File: src/rtl/onepole_pkg.sv
// Shared types and width helpers for the multichannel one-pole filter.
package onepole_pkg;

    typedef enum logic [1:0] {
        IDLE = 2'd0,
        MUL  = 2'd1,
        ACC  = 2'd2
    } state_e;

    localparam logic LP = 1'b0;
    localparam logic HP = 1'b1;

    // Widths for the default build; parameterised instances use the functions below.
    localparam int DIFF_W = 16 + 1;
    localparam int PROD_W = DIFF_W + 8 + 1;

    function automatic int diff_w(input int bitsize);
        return bitsize + 1;
    endfunction

    function automatic int prod_w(input int bitsize, input int alpha_bits);
        return diff_w(bitsize) + alpha_bits + 1;
    endfunction

endpackage

File: src/rtl/onepole_narrow.sv
// Narrows a BITSIZE+2 signed value to BITSIZE bits: two's-complement wrap by default,
// clamping to the signed range when ONEPOLE_SATURATE_EN is defined.
module onepole_narrow #(
    parameter int BITSIZE = 16
) (
    input  logic signed [BITSIZE+1:0] in_i,
    output logic signed [BITSIZE-1:0] out_o
);

`ifdef ONEPOLE_SATURATE_EN
    localparam logic signed [BITSIZE+1:0] MAX_V = {3'b000, {(BITSIZE-1){1'b1}}};
    localparam logic signed [BITSIZE+1:0] MIN_V = {3'b111, {(BITSIZE-1){1'b0}}};

    always_comb begin
        out_o = in_i[BITSIZE-1:0];
        if (in_i > MAX_V) begin
            out_o = MAX_V[BITSIZE-1:0];
        end else if (in_i < MIN_V) begin
            out_o = MIN_V[BITSIZE-1:0];
        end
    end
`else
    logic unused_hi;

    assign unused_hi = ^in_i[BITSIZE+1:BITSIZE];
    assign out_o     = in_i[BITSIZE-1:0];
`endif

endmodule

File: src/rtl/multichannel_onepole_filter.sv
// Time-multiplexed one-pole IIR (LP or complementary HP), one shared multiplier.
// Build option ONEPOLE_SATURATE_EN selects saturating instead of wrapping narrowing.
//
// state | meaning
// IDLE  | in_ready high; accept a frame, or zero all channel states on clear
// MUL   | diff = x[ch] - y[ch], register diff * alpha
// ACC   | y[ch] += prod >>> ALPHA_BITS, write output lane, advance or finish
module multichannel_onepole_filter
    import onepole_pkg::*;
#(
    parameter int BITSIZE    = 16,
    parameter int CHANNELS   = 4,
    parameter int ALPHA_BITS = 8
) (
    input  logic                         clk,
    input  logic                         reset,
    input  logic                         in_valid,
    output logic                         in_ready,
    input  logic [CHANNELS*BITSIZE-1:0]  in_data,
    input  logic [ALPHA_BITS-1:0]        alpha,
    input  logic                         mode,
    input  logic                         clear,
    output logic                         out_valid,
    output logic [CHANNELS*BITSIZE-1:0]  out_data
);

    localparam int CH_W   = (CHANNELS > 1) ? $clog2(CHANNELS) : 1;
    localparam int D_W    = diff_w(BITSIZE);
    localparam int P_W    = prod_w(BITSIZE, ALPHA_BITS);
    localparam int ACC_W  = BITSIZE + 2;

    state_e                       state_q, state_d;
    logic [CH_W-1:0]              ch_q, ch_d;
    logic [CHANNELS*BITSIZE-1:0]  x_q;
    logic [ALPHA_BITS-1:0]        alpha_q;
    logic                         mode_q;
    logic signed [BITSIZE-1:0]    y_q [CHANNELS];
    logic signed [P_W-1:0]        prod_q;
    logic [CHANNELS*BITSIZE-1:0]  out_data_q;
    logic                         out_valid_q;

    logic                         accept, do_clear, do_acc, last;
    logic signed [BITSIZE-1:0]    x_cur, y_cur;
    logic signed [D_W-1:0]        diff;
    logic signed [P_W-1:0]        prod_d, p_full;
    logic signed [ACC_W-1:0]      y_new, hp_val, lane_val;
    logic signed [BITSIZE-1:0]    y_narrow, lane_narrow;
    logic                         unused_p;

    assign x_cur    = x_q[int'(ch_q)*BITSIZE +: BITSIZE];
    assign y_cur    = y_q[ch_q];
    assign diff     = {x_cur[BITSIZE-1], x_cur} - {y_cur[BITSIZE-1], y_cur};
    assign prod_d   = diff * $signed({1'b0, alpha_q});
    // Arithmetic shift floors, so negative steps round away from zero.
    assign p_full   = prod_q >>> ALPHA_BITS;
    assign unused_p = ^p_full[P_W-1:ACC_W];
    assign y_new    = {{2{y_cur[BITSIZE-1]}}, y_cur} + p_full[ACC_W-1:0];
    assign hp_val   = {{2{x_cur[BITSIZE-1]}}, x_cur} - y_new;
    assign lane_val = (mode_q == HP) ? hp_val : y_new;

    onepole_narrow #(.BITSIZE(BITSIZE)) u_narrow_state (
        .in_i  (y_new),
        .out_o (y_narrow)
    );

    onepole_narrow #(.BITSIZE(BITSIZE)) u_narrow_lane (
        .in_i  (lane_val),
        .out_o (lane_narrow)
    );

    always_comb begin
        state_d  = state_q;
        ch_d     = ch_q;
        accept   = 1'b0;
        do_clear = 1'b0;
        do_acc   = 1'b0;
        last     = 1'b0;
        case (state_q)
            IDLE: begin
                if (in_valid) begin
                    accept  = 1'b1;
                    ch_d    = '0;
                    state_d = MUL;
                end else if (clear) begin
                    do_clear = 1'b1;
                end
            end
            MUL: state_d = ACC;
            ACC: begin
                do_acc = 1'b1;
                if (ch_q == CH_W'(CHANNELS - 1)) begin
                    last    = 1'b1;
                    state_d = IDLE;
                end else begin
                    ch_d    = ch_q + CH_W'(1);
                    state_d = MUL;
                end
            end
            default: state_d = IDLE;
        endcase
    end

    always_ff @(posedge clk or posedge reset) begin
        if (reset) begin
            state_q     <= IDLE;
            ch_q        <= '0;
            x_q         <= '0;
            alpha_q     <= '0;
            mode_q      <= LP;
            prod_q      <= '0;
            out_data_q  <= '0;
            out_valid_q <= 1'b0;
            for (int i = 0; i < CHANNELS; i++) y_q[i] <= '0;
        end else begin
            state_q     <= state_d;
            ch_q        <= ch_d;
            out_valid_q <= last;
            if (accept) begin
                x_q     <= in_data;
                alpha_q <= alpha;
                mode_q  <= mode;
            end
            if (state_q == MUL) prod_q <= prod_d;
            if (do_clear) begin
                for (int i = 0; i < CHANNELS; i++) y_q[i] <= '0;
            end
            if (do_acc) begin
                y_q[ch_q]                                <= y_narrow;
                out_data_q[int'(ch_q)*BITSIZE +: BITSIZE] <= lane_narrow;
            end
        end
    end

    assign in_ready  = (state_q == IDLE);
    assign out_valid = out_valid_q;
    assign out_data  = out_data_q;

endmodule

File: config.mk
export PLATFORM = sky130hd
export DESIGN_NAME = multichannel_onepole_filter
export DESIGN_NICKNAME = d
export VERILOG_FILES = /design/src/rtl/onepole_pkg.sv /design/src/rtl/onepole_narrow.sv /design/src/rtl/multichannel_onepole_filter.sv
export SDC_FILE = /design/constraint.sdc
export NUM_CORES = 1
export LEC_CHECK = 0
export CAP_MARGIN = 10
export CORE_ASPECT_RATIO = 1.1
export CORE_UTILIZATION = 40
export CTS_BUF_LIST = sky130_fd_sc_hd__clkbuf_4 sky130_fd_sc_hd__clkbuf_8
export CTS_CLUSTER_SIZE = 10
export DETAILED_ROUTE_END_ITERATION = 8
export DONT_BUFFER_PORTS = 1
export PLACE_DENSITY = 0.61
export SYNTH_ARGS = -nofsm -noshare
export SYNTH_HDL_FRONTEND = slang
export SYNTH_SLANG_ARGS = --single-unit
File: constraint.sdc
create_clock -name clk -period 10.1 [get_ports clk]
set_input_delay 1.515 -clock clk [delete_from_list [all_inputs] [get_ports clk]]
set_output_delay 1.515 -clock clk [all_outputs]
set_load 0.02 [all_outputs]
[Yosys cells after proc, flatten, opt, wreduce, memory -nomap -nowiden]
Index checks and enable logic that the tools add are counted.
Operators by class
  add/sub/neg operators: 5
  multiply operators: 1
  order comparisons: 2
  equal/unequal tests: 5
  shift-type cells: 3
  mux-type cells: 24
  bitwise logic cells: 1
  reductions and logical operators: 4
Operator list (number)
  64-bit bitwise mux: 2
  64-bit 2-to-1 mux: 2
  16-bit 2-to-1 mux: 4
  16-bit by 33-bit variable shift with 64-bit output, first input constant: 1
  16-bit by 33-bit indexed part select with 64-bit output: 1
  64-bit by 7-bit indexed part select with 16-bit output: 1
  6-bit negator with 33-bit output: 1
  16-bit binary-select mux with 2-bit select: 1
  16-bit demux with 2-bit select: 1
  17-bit by 9-bit multiplier with 24-bit output: 1
  16-bit by 16-bit subtractor with 17-bit output: 1
  16-bit adder: 1
  16-bit subtractor: 1
  1-bit 2-to-1 mux: 9
  2-bit 2-to-1 mux: 3
  2-bit one-hot mux with 3 select lines: 1
  2-bit equality test, second input constant: 2
  2-bit != test, second input constant: 2
  2-bit one-hot mux with 2 select lines: 1
  3-bit >= comparator, second input constant: 1
  3-bit by 1-bit < comparator with 1-bit output, second input constant: 1
  2-bit inverter with 3-bit output: 1
  3-bit AND reduction: 1
  2-bit by 1-bit adder with 2-bit output, second input constant: 1
  4 further kinds: 4
Word-level totals
  bits in registers: 230
  input port bits: 77
  output and inout bits: 66
  logic and storage cells: 57

[Longest topological paths before layout]
Gate-level depths: netlist of the first run.
  word-level depth: 9
  mapped depth: 31
  mapped depth without buffers: 29

[Modules after synthesis]
Synthesis of the first run repeated with hierarchy kept, for this count alone.
Unflattened totals
  cell total of the unflattened synthesis: 1524
  area total of the unflattened synthesis: 16414.5 µm²
Modules (own cells, without submodules)
  multichannel_onepole_filter: times used 1, cells each 1492, area each 16174.3 µm², sequential area each 5605.4 µm²
  onepole_narrow: times used 2, cells each 16, area each 120.1 µm², sequential area each 0.0 µm²

[Least setup slack after synthesis of the first run]
OpenSTA, ideal clock, no wires.
  path type: reg2reg
  from: reg ch_q[0]
  to: reg prod_q[23]
  setup time: 0.125 ns
  arrival time: 8.118 ns
  data required time: 9.975 ns
  setup slack: 1.857 ns
  cell stages (with the launch flop): 31
  path buffers: 3
  clock period less this slack: 8.243 ns
  path through: dfrtp_1 > clkbuf_1 > buf_1 > mux4_2 > inv_1 > ha_1 > nor2b_1 > o21ai_0 > a21boi_0 > o21ai_0 > a21oi_1 > a211o_1 > a31o_2 > clkbuf_1 > nor3_1 > nand2_1 > fa_1 > inv_1 > fa_1 > fa_1 > inv_1 > fa_1 > inv_1 > ha_1 > nor4_1 > a211oi_4 > nor3_2 > nor3_1 > a2111oi_0 > xnor2_1 > o21ai_1
Between the ends
  longest elaborated chain between the ends: 6
  elaborated cells between the ends (all ways): 7
  those cells by class: 1 x add/sub; 1 x mul; 1 x shift; 3 x mux; 1 x bitwise
RTL lines
  from (decl): RTL line multichannel_onepole_filter.sv:33  | logic [CH_W-1:0] ch_q, ch_d;
  from (signal assigned): RTL line multichannel_onepole_filter.sv:116  | ch_q <= ch_d;
  branches (longest 4 deep; another with 64-bit by 7-bit indexed part select with 16-bit output)
  16-bit by 16-bit subtractor with 17-bit output *: RTL line multichannel_onepole_filter.sv:52  | assign diff = {x_cur[BITSIZE-1], x_cur} - {y_cur[BITSIZE-1], y_cur};
  17-bit by 9-bit multiplier with 24-bit output *: RTL line multichannel_onepole_filter.sv:53  | assign prod_d = diff * $signed({1'b0, alpha_q});
  to (signal assigned): RTL line multichannel_onepole_filter.sv:123  | if (state_q == MUL) prod_q <= prod_d;
  to (decl): RTL line multichannel_onepole_filter.sv:38  | logic signed [P_W-1:0] prod_q;
Every way passes the cells marked *. The select of a mux whose other input is x is not followed.
A chain may end at the register's enable or synchronous reset.

[Final worst setup path of the first run]
Ends and elaborated chain as after synthesis.

==> qor.yml, run 1 <==
outcome:
  outcome: "finished clean"
cts:
  cts.htree.levels: 2
  cts.repair_timing.setup_buffer_count: 0
  cts_tree: "done"
  clk_latency_ps: 580
  clock_pin_transition_on_the_worst_setup_and_hold_timing_paths_ps: 60
  total_clock_buffers_created_by_cts: 40
  tritoncts_num_sinks: 222
  post_cts.resized_instances: 0
  cts_hold_repair.buffers: 0
  cts_max_path_buffers: 3
  cts_root_buffer: "clkbuf_8"
synthesis:
  netlist.top_cell.by_area: "dfrtp_1"
  synthFlopType: "dfrtp_1"
  synth_area_um2: 15800
  synth_warnings: 0
  leading_cell_types_by_count_after_synthesis: "nand2_1, dfrtp_1, inv_1"
  area_share_of_the_leading_cell_type_in_the_synthesized_netlist: 0.351
  syn-instance-count: 1595
  ys_types: 62
  synth.top_cells.by_area: "dfrtp_1, fa_1, ha_1, nand2_1, mux2_2"
  ys_seq_elements: 222
  synth.yosys.seq_area_share: 0.351
  synthMostInstantiatedCell: "nand2_1"
  synthArstFlopShare: 1.00
  syn_avg_cell_area_um2: 9.92
  synth_enable_flop_cells: 0
  postSynthNetCount: 1874
floorplanning:
  start_util: 0.405
  core-area_um2: 39100
  placement_rows: 76
  io_pins: 143
  die-width_um: 192
  floorplan.die_area_um2: 40400
  chipHeight_um: 211
worst_setup_path:
  worst-r2r-cell-count: 28
  cp_max_fo: 22
  timing.critical_path.slowest_cell_delay_ps: 860
  critical_path.n_buffers_inverters: 4
  critical-path-top-delay-family: "adder cells"
  r2r_start: "ch_q[0]"
  crit_path_start_kind: "register"
  crit_path_start: "ch_q[0]"
  reg2reg_to: "prod_q[23]"
  crit_path_category: "register to register"
  crit_required_ps: 10510
  crit_path_frequent_cell: "fa_1"
  setup.reg_to_reg.worst_slack_ps: 1370
  cp_slowest_cell: "dfrtp_2"
  timing.critical_path.arrival_ps: 9140
  timing.critical_path.to_type: "register"
drt:
  avgViaCountPerCell: 5.34
  drc: 0
  initialDrtViolationCount: 696
  vias: 11300
  drtAntennaViolNets: 0
  routed_wire_length_per_instance_um: 18.7
  drt-total-wl_mm: 39.7
  drt-pass1-iter-count: 5
global_routing:
  antenna_violations_before_repair: 0
  grtUsageTotal: 0.205
  first_global_vias: 11900
  grt_first_pass_wirelength_mm: 64.8
  grt_max_degree: 91
  globalRouteOverflowTotal: 0
worst_hold_path:
  min-delay-path-class: "register to register"
  worst_hold_stages: 2
  min_delay_worst_endpoint: "y_q[49]"
  hold_start: "y_q[49]"
placed_design:
  portBuffers: 0
  place_congestion: 0.865
  detailed_place_hpwl_mm: 29.9
  post-place-cells: 2050
sta:
  clock.fmax_ghz: 0.115
  final.min_clock_period_ps: 8730
  slew_headroom: 0.226
  final_count_of_hold_timing_violations: 0
  clock-skew-final_ps: 38.1
  timing.setup.tns_ps: 0
  final-setup-viol-count: 0
  slew_viol_final: 0
  grt_setup_unrepaired: "no"
  worst_pin_slew_ps: 1160
  layout_worst_path_cycle_share: 0.864
cells_and_area:
  post-route-util: 0.444
  num_antenna_cells: 0
  fin_nets: 1864
  layout.cells.non_filler: 2122
  syn2layout_area_growth_pct: 9.54
  drive_above_1_share: 0.123
run:
  cap_viol_max_count: 0
-- kinds of logic after synthesis --
group                    after synthesis  synth area share
XOR/XNOR                              56            0.0310
adder cells (fa/ha/maj)              202             0.209
flip-flops                           222             0.351
AO/OA/AOI/OAI                        287             0.110
multiplexers                         103            0.0958
buffers and inverters                248            0.0588
AND/OR/NAND/NOR                      477             0.144
-- worst register-to-register path: cells and delay by family (launching register included) --
| kind | cells | cell delay [ps] |
|---|---|---|
| AND/OR/NAND/NOR | 7 | 1570 |
| adder cells (fa/ha/maj) | 7 | 2630 |
| AO/OA/AOI/OAI | 7 | 2160 |
| buffers and inverters | 4 | 250 |
| multiplexers | 1 | 610 |
| flip-flops | 1 | 860 |
| XOR/XNOR | 2 | 480 |
-- placed cells by master (no fill, tap or decap), drive strengths merged, types with 7 or more instances in the layout --
cell / instances
xnor2: 41
o21a: 12
nand3b: 9
nor3: 23
and2: 61
a31oi: 10
nor2: 52
inv: 183
mux2: 68
buf: 15
mux4: 32
nand2b: 19
o211ai: 8
a22o: 13
bufinv: 7
nor2b: 19
a21oi: 33
nand3: 28
clkbuf: 55
or3: 9
o21ai: 156
nand2: 227
xor2: 15
a21o: 7
ha: 97
dfrtp: 222
fa: 105
and3: 8
-- state kept, by name (all words and copies together), names as in the netlist, 2 cells and up --
signal / count
ch_q: 2
alpha_q: 8
prod_q: 16
x_q: 64
y_q: 64
state_q: 2
out_data: 64
-- per-layer routing --
layer | wire, µm | global-route usage | up-vias | share of wire
met3 | 1780 | 0.0336 | 60 | 0.045
met5 | 0 | 0 | - | 0
met2 | 20600 | 0.363 | 247 | 0.52
met4 | 905 | 0.0558 | 0 | 0.023
li1 | - | - | 5339 | -
met1 | 16400 | 0.258 | 5692 | 0.41
-- how the worst max path moves through the flow --
stage / slack (ps) / endpoint / cells after the start
CTS: 1340 / prod_q[23] / 28
global route: 770 / prod_q[23] / 28
detailed placement: 1340 / prod_q[23] / 28
global placement: 1470 / prod_q[23] / 28
floorplan: 1860 / prod_q[23] / 30
finish: 1370 / prod_q[23] / 28
-- layout make-up --
class	instances	area (µm²)
multi-input cells	1125	9350
clock buffers	55	726
flip-flops and latches	222	5560
fillers	3678	21700
inverters	181	687
clock inverters	17	278
well taps	507	634
repair buffers	15	113
-- metrics by stage --
stage | area (µm²) | hold slack [ps] | setup WS, ps
6_report | 17300 | 478 | 1370
5_1_grt | 17300 | 501 | 769
4_1_cts | 17300 | 478 | 1340
3_5_place_dp | 16300 | 468 | 1340
3_3_place_gp | 16300 | 457 | 1470
2_1_floorplan | 15800 | 445 | 1860
Power of run 1 is left out: the tool's default activity adds up to more than one toggle a clock period on the data nets, which glitch-free logic cannot reach.
==> run 2, diff against run 1 <==
SYNTH_HIERARCHICAL = 1   (was default)
==> run 2 against run 1 <==
Critical path type unchanged. Count of clock-buffer cells in the layout grew 4. Non-clock buffer count grew 2. Sequential share of layout area grew 0.59 points. First-iteration DRC count shrank 15%. Global-route usage shrank 0.19 points. Synthesized area grew 0.33%. Core utilization shrank 0.90 points. Synthesized cell count shrank 8.7%. Register-to-register slack gained 160 ps. Die area grew 0.33%. Maximum frequency grew 1.9%. Hold slack gained 19 ps.
==> qor.yml, run 2 <==
cts:
  cts_hold_repair.buffers: 0
  cts_max_path_buffers: 3
  clk_latency_ps: 570
  total_clock_buffers_created_by_cts: 39
  cts_tree: "done"
  tritoncts_num_sinks: 222
  cts_root_buffer: "clkbuf_8"
  cts.htree.levels: 2
  cts.repair_timing.setup_buffer_count: 0
  post_cts.resized_instances: 0
  clock_pin_transition_on_the_worst_setup_and_hold_timing_paths_ps: 60
drt:
  drt-total-wl_mm: 39.0
  drtAntennaViolNets: 0
  vias: 10700
  drc: 0
  initialDrtViolationCount: 592
  drt-pass1-iter-count: 4
  avgViaCountPerCell: 5.47
  routed_wire_length_per_instance_um: 20.0
worst_setup_path:
  cp_max_fo: 31
  crit_path_start_kind: "register"
  critical_path.n_buffers_inverters: 3
  critical-path-top-delay-family: "adder cells"
  timing.critical_path.to_type: "register"
  timing.critical_path.arrival_ps: 9060
  crit_path_frequent_cell: "fa_1"
  cp_slowest_cell: "dfrtp_2"
  crit_required_ps: 10590
  crit_path_category: "register to register"
  timing.critical_path.slowest_cell_delay_ps: 1000
sta:
  final-setup-viol-count: 0
  clock.fmax_ghz: 0.117
  final_count_of_hold_timing_violations: 0
  slew_headroom: 0.320
  layout_worst_path_cycle_share: 0.849
  slew_viol_final: 0
  finalWorstSetupSlack_ps: 1530
  grt_setup_unrepaired: "no"
  clock-skew-final_ps: 34.8
  timing.setup.tns_ps: 0
  worst_pin_slew_ps: 1020
  final.min_clock_period_ps: 8570
global_routing:
  antenna_violations_before_repair: 4
  first_global_vias: 11200
  grtUsageTotal: 0.203
  grt_max_degree: 79
  grt_first_pass_wirelength_mm: 63.9
  globalRouteOverflowTotal: 0
synthesis:
  postSynthNetCount: 1743
  syn-instance-count: 1457
  synth_warnings: 6
  synth_area_um2: 15900
  syn_avg_cell_area_um2: 10.9
floorplanning:
  core-area_um2: 39200
  placement_rows: 76
  start_util: 0.405
  floorplan.die_area_um2: 40500
  io_pins: 143
  die-width_um: 192
  chipHeight_um: 211
placed_design:
  detailed_place_hpwl_mm: 29.1
  place_congestion: 0.831
  preCtsSetupSlack_ps: 1530
  portBuffers: 0
cells_and_area:
  mostFrequentLayoutCell: "dfrtp_1"
  syn2layout_area_growth_pct: 7.22
  fin_nets: 1707
  drive_above_1_share: 0.150
  num_antenna_cells: 0
  mostFrequentLayoutCells: "dfrtp_1, inv_1, a22o_1"
run:
  cap_viol_max_count: 0
worst_hold_path:
  min-delay-path-class: "register to register"
outcome:
  outcome: "finished clean"
-- run 2: metal layers --
metal / GRT usage / wire length (µm)
met1: 0.271 / 16800
met2: 0.329 / 18600
met3: 0.0478 / 2640
met4: 0.0597 / 985
met5: 0 / 34
-- run 2: area by class of cell --
class / instances / area, µm²
multi-input cells: 957 / 9180
fillers: 3754 / 22200
flip-flops and latches: 222 / 5560
clock buffers: 59 / 749
well taps: 507 / 634
inverters: 184 / 698
repair buffers: 17 / 128
clock inverters: 10 / 83.8
-- run 2: worst min-delay path: stages, from the launching register on --
cell and delay [ps]:
dfrtp_1 350, nand2_1 50, o21ai_0 60
-- run 2: path summary, 6_finish.rpt --
check	cells past startpoint	slack, ps	from	endpoint
worst max-delay path	27	1530	ch_q[0]	prod_q[23]
worst min-delay path	2	500	prod_q[21]	prod_q[21]
worst max register to register	27	1530	ch_q[0]	prod_q[23]
worst min register to register	2	500	prod_q[21]	prod_q[21]
max in group asynchronous	2	7770	reset	out_data[44]
min in group asynchronous	1	860	reset	x_q[61]
-- run 2: metrics by stage --
stage          hold slack, ps  cells  cell area [µm²]  utilization
6_report                  497   1956            17000        0.435
5_1_grt                   516   1956            17000        0.435
4_1_cts                   497   1956            17000        0.435
3_5_place_dp              476   1887            16200        0.413
3_3_place_gp              477   1887            16200        0.413
2_1_floorplan             450   1457            15900            -
Power of run 2 is left out for the same reason.
==> run 3, diff against run 2 <==
PLACE_DENSITY = 0.63   (was 0.61)
clock period = 7.1 ns   (was 10.1 ns; I/O delays follow)
==> run 3 against run 2 <==
Critical path depth up 4. Global-route usage up 0.35 points. Worst setup slack worse by 1400 ps. Critical path type unchanged. Final cell count rose by 7.0%. Count of clock-buffer cells in the layout down 6. Die area unchanged. Critical endpoint unchanged. Non-clock buffer count up 140. First-iteration DRC count increased by 6.6%. Maximum frequency up 22%. Hold slack lost 2.5 ps.
==> qor.yml, run 3 (synthesized netlist as in run 2, its figures left out) <==
cells_and_area:
  mostFrequentLayoutCell: "dfrtp_1"
  num_antenna_cells: 0
  layout.cells.non_filler: 2092
  drive_above_1_share: 0.269
  syn2layout_area_growth_pct: 16.8
  fin_nets: 1846
  mostFrequentLayoutCells: "dfrtp_1, inv_1, buf_4"
sta:
  final-setup-viol-count: 0
  worst_pin_slew_ps: 1070
  clock.fmax_ghz: 0.142
  grt_setup_unrepaired: "yes"
  clock-skew-final_ps: 41.5
  finalWorstSetupSlack_ps: 82.3
  final.min_clock_period_ps: 7020
  layout_worst_path_cycle_share: 0.988
  final_count_of_hold_timing_violations: 0
  slew_viol_final: 0
  slew_headroom: 0.285
worst_hold_path:
  worst_hold_stages: 2
  min_delay_worst_endpoint: "prod_q[14]"
  hold_start: "prod_q[14]"
  min-delay-path-class: "register to register"
cts:
  clock_pin_transition_on_the_worst_setup_and_hold_timing_paths_ps: 60
  tritoncts_num_sinks: 222
  cts_tree: "done"
  cts_root_buffer: "clkbuf_8"
  cts_max_path_buffers: 3
  clk_latency_ps: 560
  total_clock_buffers_created_by_cts: 38
  cts.htree.levels: 2
worst_setup_path:
  crit_path_category: "register to register"
  critical_path.n_buffers_inverters: 8
  r2r_start: "ch_q[0]"
  timing.critical_path.to_type: "register"
  cp_max_fo: 6
  crit_path_start_kind: "register"
  critical-path-top-delay-family: "adder cells"
  cp_slowest_cell: "fa_1"
  worst-r2r-cell-count: 31
  setup.reg_to_reg.worst_slack_ps: 80
  timing.critical_path.slowest_cell_delay_ps: 570
  reg2reg_to: "prod_q[23]"
  crit_required_ps: 7580
  timing.critical_path.arrival_ps: 7500
global_routing:
  globalRouteOverflowTotal: 0
  first_global_vias: 12000
  grtUsageTotal: 0.207
  grt_first_pass_wirelength_mm: 65.3
  grt_max_degree: 152
  antenna_violations_before_repair: 0
floorplanning:
  chipHeight_um: 211
  die-width_um: 192
  floorplan.die_area_um2: 40500
  core-area_um2: 39200
  io_pins: 143
  placement_rows: 76
  start_util: 0.405
outcome:
  outcome: "finished clean"
run:
  cap_viol_max_count: 0
placed_design:
  portBuffers: 0
  post-place-cells: 2001
  place_congestion: 0.878
  detailed_place_hpwl_mm: 29.8
  preCtsSetupSlack_ps: -540
drt:
  avgViaCountPerCell: 5.39
  vias: 11300
  drc: 0
  drt-total-wl_mm: 40.9
  drt-pass1-iter-count: 7
  routed_wire_length_per_instance_um: 19.6
  initialDrtViolationCount: 631
  drtAntennaViolNets: 0
run 3: changes by cell type in the layout (fill, tap and decap cells not counted), sizes merged:
| cell | change |
|---|---|
| inv | -2 |
| clkinv | +2 |
| clkinvlp | +3 |
| bufinv | -1 |
| buf | +140 |
| clkbuf | -6 |
run 3: metrics by stage:
step / hold slack (ps) / util / cell area (µm²) / setup TNS (ps)
after floorplan: 450 / - / 15900 / -42.0
after global placement: 475 / 0.436 / 17100 / -2210
after detailed placement: 478 / 0.436 / 17100 / -3760
after CTS: 492 / 0.459 / 18000 / -27.1
after global routing: 508 / 0.473 / 18500 / -914
final: 495 / 0.473 / 18500 / 0
run 3: worst max-delay path by stage:
stage	startpoint	to	slack (ps)	cells past startpoint
final	ch_q[0]	prod_q[23]	80	31
after global routing	ch_q[0]	prod_q[22]	-190	27
after CTS	ch_q[0]	prod_q[23]	-30	29
after detailed placement	ch_q[0]	prod_q[23]	-540	28
after global placement	ch_q[0]	prod_q[23]	-380	28
after floorplan	ch_q[0]	prod_q[23]	-40	28
run 3: worst reg2reg max path, delay by kind of cell (launching register included):
kind / cells / cell delay (ps)
AND/OR/NAND/NOR: 6 / 1290
multiplexers: 1 / 470
AO/OA/AOI/OAI: 10 / 1340
buffers and inverters: 8 / 880
flip-flops: 1 / 430
adder cells (fa/ha/maj): 6 / 2560
run 3: repair_timing:
action                     in CTS  in global routing
pin swaps                       8                 61
setup buffers                   8                 18
resized for setup              23                 91
setup endpoints to repair      11                 14
hold buffers                    0                  0
run 3: layout make-up:
| cell class | instances | area [µm²] |
|---|---|---|
| fillers | 3583 | 20600 |
| multi-input cells | 957 | 9650 |
| well taps | 507 | 634 |
| clock buffers | 53 | 679 |
| clock inverters | 12 | 71.3 |
| flip-flops and latches | 222 | 5560 |
| inverters | 184 | 694 |
| repair buffers | 157 | 1260 |
run 3: routing by layer:
layer | track usage | share of wire
met1 | 0.272 | 0.43
met2 | 0.341 | 0.49
met3 | 0.0342 | 0.044
met4 | 0.0785 | 0.034
met5 | 0 | 0
Power of run 3 is left out for the same reason.
